### src/rtl/kss_cpu_pkg.sv
// Shared definitions for the basic-computer execution core: opcodes,
// controller states and instruction field positions.
package kss_cpu_pkg;

  localparam logic [1:0] OP_AND = 2'b00;
  localparam logic [1:0] OP_OR  = 2'b01;
  localparam logic [1:0] OP_XOR = 2'b10;
  localparam logic [1:0] OP_ADD = 2'b11;

  typedef enum logic [2:0] {
    S_IDLE,
    S_FETCH,
    S_DECODE,
    S_EXEC,
    S_WB,
    S_DONE
  } state_e;

  localparam int OP_LSB   = 6;
  localparam int DEST_LSB = 4;
  localparam int SRCA_LSB = 2;
  localparam int SRCB_LSB = 0;

  function automatic logic [1:0] ir_field(input logic [7:0] ir, input int lsb);
    return ir[lsb +: 2];
  endfunction

endpackage

### src/rtl/exec_ctrl_if.sv
// Instruction-memory and write-back bus of exec_ctrl; master is the controller,
// slave is the instruction memory / write-back observer.
interface exec_ctrl_if #(
  parameter int DATA_W = 8,
  parameter int PC_W   = 1
);
  logic [PC_W-1:0]   pc;
  logic [7:0]        inst;
  logic              wb_en;
  logic [1:0]        wb_addr;
  logic [DATA_W-1:0] wb_data;

  modport master (output pc, input inst, output wb_en, output wb_addr, output wb_data);
  modport slave  (input pc, output inst, input wb_en, input wb_addr, input wb_data);
endinterface

### src/rtl/exec_ctrl_reg_file4.sv
// 4-entry register file: one synchronous write port, two operand read ports
// and one debug read port, all reads combinational.
module reg_file4 #(
  parameter int DATA_W = 8
) (
  input  logic              clk,
  input  logic              rst,
  input  logic              we,
  input  logic [1:0]        waddr,
  input  logic [DATA_W-1:0] wdata,
  input  logic [1:0]        ra_addr,
  input  logic [1:0]        rb_addr,
  input  logic [1:0]        dbg_addr,
  output logic [DATA_W-1:0] ra_data,
  output logic [DATA_W-1:0] rb_data,
  output logic [DATA_W-1:0] dbg_data
);

  logic [DATA_W-1:0] regs_q [4];

  always_ff @(posedge clk) begin
    if (rst) begin
      for (int i = 0; i < 4; i++) regs_q[i] <= '0;
    end else if (we) begin
      regs_q[waddr] <= wdata;
    end
  end

  assign ra_data  = regs_q[ra_addr];
  assign rb_data  = regs_q[rb_addr];
  assign dbg_data = regs_q[dbg_addr];

endmodule

### src/rtl/exec_ctrl.sv
// Fetch/decode/execute/write-back controller for the basic computer; runs
// PROG_LEN instructions from inst_mem against a 4-entry register file.
module exec_ctrl
  import kss_cpu_pkg::*;
#(
  parameter int DATA_W   = 8,
  parameter int PC_W     = 1,
  parameter int PROG_LEN = 2
) (
  input  logic              clk,
  input  logic              rst,
  input  logic              start,
  input  logic              ld_en,
  input  logic [1:0]        ld_addr,
  input  logic [DATA_W-1:0] ld_data,
  input  logic [1:0]        rd_addr,
  output logic [DATA_W-1:0] rd_data,
  output logic              busy,
  output logic              done,
  exec_ctrl_if.master       bus
);

  localparam logic [PC_W-1:0] PC_LAST = PC_W'(PROG_LEN - 1);

  state_e            state_q, state_d;
  logic [PC_W-1:0]   pc_q, pc_d;
  logic [7:0]        ir_q, ir_d;
  logic [DATA_W-1:0] opa_q, opa_d, opb_q, opb_d, res_q, res_d;
  logic              wb_en_q, wb_en_d;
  logic [1:0]        wb_addr_q, wb_addr_d;
  logic [DATA_W-1:0] wb_data_q, wb_data_d;

  logic [DATA_W-1:0] alu_res, ra_data, rb_data;
  logic [1:0]        dest;
  logic              pc_last;
  logic              rf_we;
  logic [1:0]        rf_waddr;
  logic [DATA_W-1:0] rf_wdata;

  assign dest    = ir_field(ir_q, DEST_LSB);
  assign pc_last = (pc_q == PC_LAST);

  // Preloads and write-backs never collide: one is IDLE-only, the other WB-only.
  assign rf_we    = (state_q == S_IDLE && ld_en) || (state_q == S_WB);
  assign rf_waddr = (state_q == S_WB) ? dest  : ld_addr;
  assign rf_wdata = (state_q == S_WB) ? res_q : ld_data;

  reg_file4 #(.DATA_W(DATA_W)) u_rf (
    .clk      (clk),
    .rst      (rst),
    .we       (rf_we),
    .waddr    (rf_waddr),
    .wdata    (rf_wdata),
    .ra_addr  (ir_field(ir_q, SRCA_LSB)),
    .rb_addr  (ir_field(ir_q, SRCB_LSB)),
    .dbg_addr (rd_addr),
    .ra_data  (ra_data),
    .rb_data  (rb_data),
    .dbg_data (rd_data)
  );

  always_ff @(posedge clk) begin
    if (rst) state_q <= S_IDLE;
    else     state_q <= state_d;
  end

  always_comb begin
    state_d = state_q;
    case (state_q)
      S_IDLE:   if (start) state_d = S_FETCH;
      S_FETCH:  state_d = S_DECODE;
      S_DECODE: state_d = S_EXEC;
      S_EXEC:   state_d = S_WB;
      S_WB:     state_d = pc_last ? S_DONE : S_FETCH;
      S_DONE:   state_d = S_IDLE;
      default:  state_d = S_IDLE;
    endcase
  end

  always_comb begin
    busy = (state_q == S_FETCH) || (state_q == S_DECODE) ||
           (state_q == S_EXEC)  || (state_q == S_WB);
    done = (state_q == S_DONE);
  end

  always_comb begin
    alu_res = '0;
    case (ir_field(ir_q, OP_LSB))
      OP_AND:  alu_res = opa_q & opb_q;
      OP_OR:   alu_res = opa_q | opb_q;
      OP_XOR:  alu_res = opa_q ^ opb_q;
      OP_ADD:  alu_res = opa_q + opb_q;
      default: alu_res = '0;
    endcase
  end

  // wb_* are loaded on the EXEC edge so the strobe coincides with the WB state.
  always_comb begin
    pc_d      = pc_q;
    ir_d      = ir_q;
    opa_d     = opa_q;
    opb_d     = opb_q;
    res_d     = res_q;
    wb_en_d   = 1'b0;
    wb_addr_d = wb_addr_q;
    wb_data_d = wb_data_q;
    case (state_q)
      S_FETCH:  ir_d = bus.inst;
      S_DECODE: begin
        opa_d = ra_data;
        opb_d = rb_data;
      end
      S_EXEC: begin
        res_d     = alu_res;
        wb_en_d   = 1'b1;
        wb_addr_d = dest;
        wb_data_d = alu_res;
      end
      S_WB:     pc_d = pc_last ? '0 : pc_q + PC_W'(1);
      default:  ;
    endcase
  end

  always_ff @(posedge clk) begin
    if (rst) begin
      pc_q      <= '0;
      ir_q      <= '0;
      opa_q     <= '0;
      opb_q     <= '0;
      res_q     <= '0;
      wb_en_q   <= 1'b0;
      wb_addr_q <= '0;
      wb_data_q <= '0;
    end else begin
      pc_q      <= pc_d;
      ir_q      <= ir_d;
      opa_q     <= opa_d;
      opb_q     <= opb_d;
      res_q     <= res_d;
      wb_en_q   <= wb_en_d;
      wb_addr_q <= wb_addr_d;
      wb_data_q <= wb_data_d;
    end
  end

  assign bus.pc      = pc_q;
  assign bus.wb_en   = wb_en_q;
  assign bus.wb_addr = wb_addr_q;
  assign bus.wb_data = wb_data_q;

endmodule

### src/flat_wrapper.sv
// flat-port wrapper written by rule: the top's interface ports become plain ports
module exec_ctrl_flat import kss_cpu_pkg::*;
#(
  parameter int DATA_W   = 8,
  parameter int PC_W     = 1,
  parameter int PROG_LEN = 2
)
  (clk, rst, start, ld_en, ld_addr, ld_data, rd_addr, rd_data, busy, done, bus_pc, bus_inst, bus_wb_en, bus_wb_addr, bus_wb_data);
  exec_ctrl_if #(.DATA_W(DATA_W), .PC_W(PC_W)) bus_i ();
  input  logic clk;
  input  logic rst;
  input  logic start;
  input  logic ld_en;
  input  logic [1:0] ld_addr;
  input  logic [DATA_W-1:0] ld_data;
  input  logic [1:0] rd_addr;
  output logic [DATA_W-1:0] rd_data;
  output logic busy;
  output logic done;
  output wire logic [$bits(bus_i.pc)-1:0] bus_pc;
  input wire logic [$bits(bus_i.inst)-1:0] bus_inst;
  output wire logic [$bits(bus_i.wb_en)-1:0] bus_wb_en;
  output wire logic [$bits(bus_i.wb_addr)-1:0] bus_wb_addr;
  output wire logic [$bits(bus_i.wb_data)-1:0] bus_wb_data;
  assign bus_pc = bus_i.pc;
  assign bus_i.inst = bus_inst;
  assign bus_wb_en = bus_i.wb_en;
  assign bus_wb_addr = bus_i.wb_addr;
  assign bus_wb_data = bus_i.wb_data;
  exec_ctrl #(.DATA_W(DATA_W), .PC_W(PC_W), .PROG_LEN(PROG_LEN)) u_core (.clk(clk), .rst(rst), .start(start), .ld_en(ld_en), .ld_addr(ld_addr), .ld_data(ld_data), .rd_addr(rd_addr), .rd_data(rd_data), .busy(busy), .done(done), .bus(bus_i));
endmodule
### config.mk
export PLATFORM = sky130hd
export DESIGN_NAME = exec_ctrl_flat
export DESIGN_NICKNAME = d
export VERILOG_FILES = /design/src/rtl/kss_cpu_pkg.sv /design/src/rtl/exec_ctrl_if.sv /design/src/rtl/exec_ctrl_reg_file4.sv /design/src/rtl/exec_ctrl.sv /design/src/flat_wrapper.sv
export SDC_FILE = /design/constraint.sdc
export NUM_CORES = 1
export LEC_CHECK = 0
export BUFFER_PORTS_ARGS = -buffer_cell sky130_fd_sc_hd__buf_2
export CORE_MARGIN = 10
export CORE_UTILIZATION = 32
export DETAILED_ROUTE_END_ITERATION = 7
export SLEW_MARGIN = 20
export SYNTH_ARGS = -nofsm -noshare
export SYNTH_HDL_FRONTEND = slang
export SYNTH_SLANG_ARGS = --single-unit
### constraint.sdc
create_clock -name clk -period 2.3 [get_ports clk]
set_input_delay 0.23 -clock clk [delete_from_list [all_inputs] [get_ports clk]]
set_output_delay 0.23 -clock clk [all_outputs]
set_load 0.02 [all_outputs]
[Word level (Yosys, flattened, before mapping)]
Memory sizes are Yosys's and may differ from the RTL's. A register that Yosys moved wholly into a read port is not among the register bits.
Index checks and enable logic that the tools add are counted.
Cells by class
  add/subtract/negate cells: 2
  equality and inequality tests: 9
  mux-type cells: 16
  bitwise logic cells: 3
  reduce and logical (&&, ||, !) cells: 8
Operators by type and width (count)
  $pmux W8 S4: 1
  $mux W8: 2
  $pmux W3 S5: 1
  $add A8 B8 Y8: 1
  $and A8 B8 Y8: 1
  $mux W1: 8
  $or A8 B8 Y8: 1
  $reduce_or A8 Y1: 1
  $xor A8 B8 Y8: 1
  $eq A3 B2 Y1 const B: 2
  $eq A3 B3 Y1 const B: 2
  $mux W3: 2
  $eq A2 B2 Y1 const B: 2
  $logic_or A1 B1 Y1: 4
  $mux W2: 2
  $eq A3 B1 Y1 const B: 1
  $logic_not A3 Y1: 1
  $eq A2 B1 Y1 const B: 1
  $logic_not A2 Y1: 1
  $ne A2 B2 Y1 const B: 1
  $add A1 B1 Y1 const B: 1
  $logic_and A1 B1 Y1: 1
Word-level totals
  flip-flop bits (word level): 23
  bits in writable memories: 32
  input port bits: 24
  output and inout bits: 22
  word-level logic and storage cells: 45
  memories: 1
Memory list
  u_core.u_rf.regs_q: words 4, width 8, read ports 3, clocked after memory_dff 2, wr ports 4, RTL line exec_ctrl_reg_file4.sv:19  | logic [DATA_W-1:0] regs_q [4];

[Depth between registers and ports, before layout]
Gate-level depths: netlist of run 1.
  depth in word-level cells: 8
  depth in mapped cells: 8
  mapped depth without buffers: 8

[Modules after synthesis]
From an unflattened synthesis of run 1, not the netlist that was laid out.
Second synthesis, totals
  cell total of the unflattened synthesis: 366
  area, all modules: 4072.7 µm²
Modules (own cells, without submodules)
  exec_ctrl: times used 1, cells each 262, area an instance 2204.6 µm², sequential area each 780.7 µm²
  reg_file4: times used 1, cells each 104, area an instance 1868.0 µm², sequential area each 960.9 µm²

[Least setup slack after synthesis of run 1]
OpenSTA, ideal clock, no wires.
  kind: reg-to-reg
  from: register u_core.opb_q[0] (read register of u_core.u_rf.regs_q)
  to: register u_core.wb_data_q[6] (netlist: u_core.bus.wb_data[6])
  library setup time: 132 ps
  arrival time: 1675 ps
  required time: 2168 ps
  setup slack: 493 ps
  cell stages (with the launch flop): 9
  path buffers: 0
  period minus slack after synthesis: 1807 ps
  cell sequence: dfxtp_1 > ha_1 > inv_1 > fa_1 > nand2b_1 > a21oi_1 > mux2i_1 > a31o_1 > a21oi_1
Between the ends
  cells in the longest elaborated chain, start to end: 2
RTL lines
  start, declared: RTL line exec_ctrl.sv:28  | logic [DATA_W-1:0] opa_q, opa_d, opb_q, opb_d, res_q, res_d;
  $add A8 B8 Y8: RTL line exec_ctrl.sv:92  | OP_ADD: alu_res = opa_q + opb_q;
  $pmux W8 S4: RTL line exec_ctrl.sv:88  | case (ir_field(ir_q, OP_LSB))
  end signal, assigned: RTL line exec_ctrl.sv:142  | wb_data_q <= wb_data_d;
  end, declared: RTL line exec_ctrl.sv:31  | logic [DATA_W-1:0] wb_data_q, wb_data_d;
No other way between the ends.
A chain may end at the register's enable or synchronous reset.

[Final worst setup path of run 1]
Ends and elaborated chain as after synthesis.

==> flow_summary.json, run 1 <==
{
  "post_cts_resized": 0,
  "worstHoldStart": "bus_inst[7]",
  "rows": 41,
  "power_density_nw_per_um2": 709.8,
  "ff2ff_setup_slack_ps": 320,
  "root_buffer": "clkbuf_16",
  "grt_pass1_wl_um": 16100,
  "p_sw_uw": 824.2,
  "ys_seq_elements": 71,
  "yosys_warnings": 0,
  "fin_nets": 475,
  "drt_iter0_markers": 146,
  "r2r_cells": 8,
  "required_ps": 2510,
  "wl_um": 9820,
  "grt_max_degree": 22,
  "portBuffers": 45,
  "syn-instance-count": 392,
  "cts_tree": "built",
  "period_minus_slack_ps": 1981,
  "final.setup.tns_ps": 0,
  "start_util_pct": 32.51,
  "routabilityCongestion": 0.8472,
  "die_y_um": 132.8,
  "synth_area_um2": 4069,
  "grt.overflow.total": 0,
  "avgSynthCellArea_um2": 10.38,
  "rr_endpoint": "u_core.bus.wb_data[6]",
  "hold_viol": 0,
  "syn_nets": 433,
  "end_kind": "flop",
  "rsz0062_at_grt": "false",
  "clockBufferDepth": 2,
  "grt_use_total_pct": 11.26,
  "antenna_cells": 0,
  "status": "finished clean",
  "clk_pin_slew_ps": 60,
  "postCtsSetupBuffers": 0,
  "dieArea_um2": 17630,
  "max_slew_margin_pct": 59.54,
  "drive_gt1_share_pct": 25.97,
  "seq_power_share_pct": 43.7,
  "r2r_start": "u_core.opb_q[0]",
  "hold_path_depth": 3,
  "io_pins": 46,
  "peakVddDrop_uv": 342.6,
  "leakagePower_uw": 0.001774,
  "grt_pass1_vias": 2993,
  "design.core.area_um2": 12520,
  "finClkSkew_ps": 7.012,
  "p_clk_share_pct": 42.2,
  "power_frac_comb_pct": 14.1,
  "drtPass1Iterations": 4,
  "hpwl_um": 7846,
  "post_drt_wl_per_cell_um": 16.07,
  "synth.yosys.seq_area_share_pct": 42.80,
  "avgViaCountPerCell": 4.892,
  "worstSetupPathType": "reg -> reg",
  "hold_class": "in -> reg",
  "clk_latency_ps": 320,
  "drc": 0,
  "setup_violations": 0,
  "cp.arrival_ps": 2190,
  "fmax_ghz": 0.5047,
  "worstMarginPinSlew_ps": 606.0,
  "die_width_um": 132.8,
  "ys_types": 47,
  "critPathLaunchType": "flop",
  "grt_antenna_before_repair": 0,
  "critical_path_peak_fanout": 3,
  "drv_slew": 0,
  "hold_end": "u_core.ir_q[7]",
  "ant_nets": 0,
  "htree_levels": 3,
  "numCtsBuffers": 9,
  "cts_hold_buf": 0,
  "p_int_uw": 2547,
  "synthToLayoutAreaGrowth_pct": 16.73,
  "sw_frac_of_total_pct": 24.45,
  "worst_hold_slack_ps": 141.9,
  "cap_violations": 0,
  "cts.sinks": 71,
  "route.vias.total": 2989,
  "fin_crit_sh_pct": 86.15
}
==> final cells by class <==
cell class | count | area, um^2
Tap cell | 172 | 215.2
Clock inverter | 5 | 72.57
Timing Repair Buffer | 57 | 315.3
Fill cell | 1288 | 7767
Multi-Input combinational cell | 274 | 2093
Sequential cell | 71 | 1742
Inverter | 21 | 78.83
Clock buffer | 11 | 232.7
==> critical path: stages, from the launching register on <==
cell,delay [ps]
dfxtp_1,350
ha_1,210
inv_1,80
fa_1,430
nand2b_1,190
a21oi_1,190
mux2i_1,210
a31o_1,160
a21oi_1,50
==> how the worst max path moves through the flow <==
stage / from / end / cells past startpoint
4_1_cts: u_core.opb_q[0] / u_core.bus.wb_data[6] / 8
3_3_place_gp: u_core.opb_q[0] / u_core.bus.wb_data[6] / 8
6_report: u_core.opb_q[0] / u_core.bus.wb_data[6] / 8
2_1_floorplan: u_core.opb_q[0] / u_core.bus.wb_data[6] / 8
3_5_place_dp: u_core.opb_q[0] / u_core.bus.wb_data[6] / 8
5_1_grt: u_core.opb_q[0] / u_core.bus.wb_data[6] / 8
==> synthesized netlist by cell type (all sizes together) <==
master   number  area share [%]
nand2b        4            0.61
nand4bb       1            0.28
mux2i        17             4.2
buf          20             3.3
xor2          2            0.43
or3b          1            0.22
nor2b         3            0.46
clkbuf        6            0.55
a31oi         1            0.15
nand3b        3            0.55
fa            1            0.49
o21ai        16             2.2
o21a          1            0.18
inv          21             1.9
edfxtp       32              24
o21bai        1            0.18
xnor2         5             1.1
nor3         11             1.4
and2          1            0.15
nor3b         7             1.7
a31o          2            0.43
or4           1            0.28
mux4         24              13
nor2         63             6.4
a211oi        8             1.6
and3b         2            0.49
a21oi        33             4.1
ha           16             4.9
dfxtp        39              19
nand2        44             4.1
a221oi        1            0.22
a2111oi       2            0.46
o311a         1            0.25
o211ai        1            0.18
nor4          1            0.52
==> stage by stage <==
| stage | cell area, um^2 | setup slack, ps | util [%] | std cells | power, uW |
|---|---|---|---|---|---|
| floorplan | 4069 | 493.2 | - | 392 | 1842 |
| global placement | 4444 | 394.2 | 35.51 | 595 | 1966 |
| detailed placement | 4444 | 329.1 | 35.51 | 595 | 1980 |
| CTS | 4750 | 320.2 | 37.94 | 611 | 3400 |
| global route | 4750 | 154.3 | 37.94 | 611 | 3538 |
| finish | 4750 | 318.5 | 37.94 | 611 | 3371 |
==> power by group through the flow <==
stage	Clock [uW]	Sequential, uW	Combinational, uW
after floorplan	0	1460	381
after global placement	0	1490	474
after detailed placement	0	1500	479
after CTS	1440	1470	482
after global routing	1530	1480	526
final	1420	1470	474
==> cells by family (layout without fill, tap and decap cells) <==
| kind of cell | after synthesis | after routing | share of synthesized area [%] |
|---|---|---|---|
| and+or+nand+nor | 142 | 142 | 17.10 |
| DFF | 71 | 71 | 42.80 |
| buffers and inverters | 47 | 94 | 5.750 |
| muxes | 41 | 41 | 17.47 |
| adders and majority gates | 17 | 17 | 5.412 |
| xor gates and xnor gates | 7 | 7 | 1.507 |
| AOI/OAI and AO/OA | 67 | 67 | 9.964 |
==> flip-flops by register name, indices dropped and copies added (netlist names) <==
name and count:
u_core.opa_q 8, u_core.opb_q 8, u_core.bus.wb_addr 2, u_core.bus.wb_data 8, u_core.u_rf.regs_q 32, u_core.bus.wb_en 1
u_core.state_q 3, u_core.ir_q 8, u_core.bus.pc 1
==> metal layers <==
metal / track usage [%] / vias to the layer above / wire length [um]
met5: 0 / - / 0
met4: 3.240 / 0 / 84
met3: 2.385 / 4 / 310
met2: 20.13 / 61 / 5286
met1: 13.22 / 1446 / 4139
li1: - / 1478 / -
==> placed cells by master, fill, tap and decap left out, types with 4 or more instances in the layout <==
cell and count:
nand2_1 43, xnor2_1 5, a21oi_1 33, mux4_2 24
nor2_2 9, o21ai_0 10, dfxtp_1 39, nor3_1 11
mux2i_1 17, inv_1 21, buf_4 12, nand2b_1 4
edfxtp_1 32, a211oi_1 7, nor2_1 54, buf_2 45
nor3b_1 5, ha_1 16, clkbuf_16 9
Power figures use the tool's default switching activity.
==> run 2: changes to the inputs <==
clock period = 1.7 ns   (was 2.3 ns; I/O delays follow)
==> run 2 against run 1 <==
  * Sequential share of layout area fell by 2.3 points
  * Combinational power rose by 59%
  * Fmax up 18%
  * Critical endpoint is now u_core.bus.wb_data[7]
  * Highest routed layer unchanged
  * Critical path type unchanged
==> flow_summary.json, run 2 (same netlist as run 1, synthesis figures left out) <==
{
  "hpwl_um": 7845,
  "end_kind": "flop",
  "power_uw": 4687,
  "cts_tree": "built",
  "max_slew_margin_pct": 68.43,
  "hold_viol": 0,
  "final_area_um2": 5082,
  "post_dp_cell_area_um2": 4712,
  "grt_antenna_before_repair": 0,
  "die_width_um": 132.8,
  "wl_um": 10240,
  "drive_gt1_share_pct": 34.19,
  "ff2ff_setup_slack_ps": 20,
  "finClkSkew_ps": 5.665,
  "p_int_uw": 3511,
  "ant_nets": 0,
  "rows": 41,
  "cts_hold_buf": 0,
  "cts.sinks": 71,
  "leakagePower_uw": 0.001948,
  "mostFrequentLayoutCells": "nor2_1, buf_2, nand2_1",
  "rsz0062_at_grt": "true",
  "setup_violations": 0,
  "regArea_um2": 1745,
  "htree_levels": 3,
  "grt.overflow.total": 0,
  "worstMarginPinSlew_ps": 472.9,
  "io_pins": 46,
  "largest_reg_flops": 32,
  "r2r_cells": 7,
  "fin_nets": 504,
  "dieArea_um2": 17630,
  "avgViaCountPerCell": 4.923,
  "rr_endpoint": "u_core.bus.wb_data[7]",
  "grt_pass1_wl_um": 16370,
  "hold_class": "in -> reg",
  "required_ps": 1970,
  "final.setup.tns_ps": 0,
  "worst_hold_slack_ps": 65.63,
  "p_sw_uw": 1176,
  "final_common_cell": "nor2_1",
  "sw_frac_of_total_pct": 25.09,
  "clk_latency_ps": 340,
  "status": "finished clean",
  "worstSetupPathType": "reg -> reg",
  "drtPass1Iterations": 5,
  "fmax_ghz": 0.5942,
  "root_buffer": "clkbuf_16",
  "power_frac_comb_pct": 16.1,
  "cp-startpoint": "u_core.opb_q[2]",
  "met3_usage_pct": 1.968,
  "placed_cells": 623,
  "drv_slew": 0,
  "post_drt_wl_per_cell_um": 16.00,
  "antenna_cells": 0,
  "fin_cells": 640,
  "numCtsBuffers": 9,
  "fillCellCount": 1241,
  "regMostFlops": "u_core.u_rf.regs_q",
  "clockBufferDepth": 2,
  "multi_input_area_um2": 2180,
  "drt_iter0_markers": 180,
  "p_clk_share_pct": 41.8,
  "die_y_um": 132.8,
  "peakVddDrop_uv": 624.5,
  "critical_path_peak_fanout": 4,
  "portBuffers": 45,
  "critPathLaunchType": "flop",
  "r2r_start": "u_core.opb_q[2]",
  "grt_max_degree": 26,
  "period_minus_slack_ps": 1683,
  "grtUsageMet2_pct": 20.24,
  "clk_pin_slew_ps": 50,
  "cap_violations": 0,
  "route.vias.total": 3151,
  "grt_pass1_vias": 3153,
  "fin_crit_sh_pct": 99.00,
  "routabilityCongestion": 0.7906,
  "grt-busiest-layer": "met2",
  "synthToLayoutAreaGrowth_pct": 24.91,
  "cp.arrival_ps": 1950,
  "start_util_pct": 32.51,
  "grtUsageMet1_pct": 13.48,
  "drc": 0,
  "endpoint": "u_core.bus.wb_data[7]",
  "design.core.area_um2": 12520,
  "grt_use_total_pct": 11.59,
  "power_density_nw_per_um2": 922.2,
  "seq_power_share_pct": 42.1
}
run 2: cell types whose count changed in the layout (fill, tap and decap cells not counted), sizes merged:
cell / change
buf: +29
run 2: metal layers:
metal  vias to the layer above  routed length [um]
met1                      1535                4494
met5                         -                   0
met2                        65                5211
met3                        21                 319
li1                       1530                   -
met4                         0                 218
run 2: area by class of cell:
cell class / count / share of cell area, %
Multi-Input combinational cell: 274 / 42.89
Clock buffer: 11 / 4.579
Timing Repair Buffer: 86 / 10.98
Clock inverter: 5 / 1.428
Sequential cell: 71 / 34.34
Inverter: 21 / 1.551
Tap cell: 172 / 4.234
run 2: through the flow:
stage	worst slack [ps]	util, %
floorplan	0.5134	-
global placement	-16.40	37.64
detailed placement	-50.41	37.64
CTS	11.60	40.44
global route	-109.2	40.60
finish	16.94	40.60
run 2: power groups by stage:
stage	Sequential, uW	Clock (uW)	Combinational [uW]
after floorplan	1980	0	518
after global placement	2000	0	733
after detailed placement	2000	0	742
after CTS	1970	1990	756
after global routing	1990	2060	824
final	1980	1960	752
run 2: what timing repair did:
| action | 4_1_cts | 5_1_grt |
|---|---|---|
| setup endpoints to repair | 10 | 14 |
| gates resized for setup | 8 | 8 |
| pin swaps | 7 | 3 |
| buffers inserted | 1 | 0 |
run 2: how the worst min path moves through the flow:
stage / from / to / slack, ps / depth (start not counted)
final: bus_inst[6] / u_core.ir_q[6] / 70 / 3
after global routing: bus_inst[6] / u_core.ir_q[6] / 80 / 3
after CTS: bus_inst[6] / u_core.ir_q[6] / 50 / 3
after detailed placement: bus_inst[6] / u_core.ir_q[6] / 410 / 3
after global placement: bus_inst[5] / u_core.ir_q[5] / 400 / 3
after floorplan: bus_inst[6] / u_core.ir_q[6] / 310 / 2
run 2: critical path, stage by stage (launching register included):
cell and delay, ps:
dfxtp_1 350, inv_1 50, ha_1 350, o21ai_1 200, o211ai_1 160, a2111oi_2 320
a31oi_1 90, o21ai_1 90
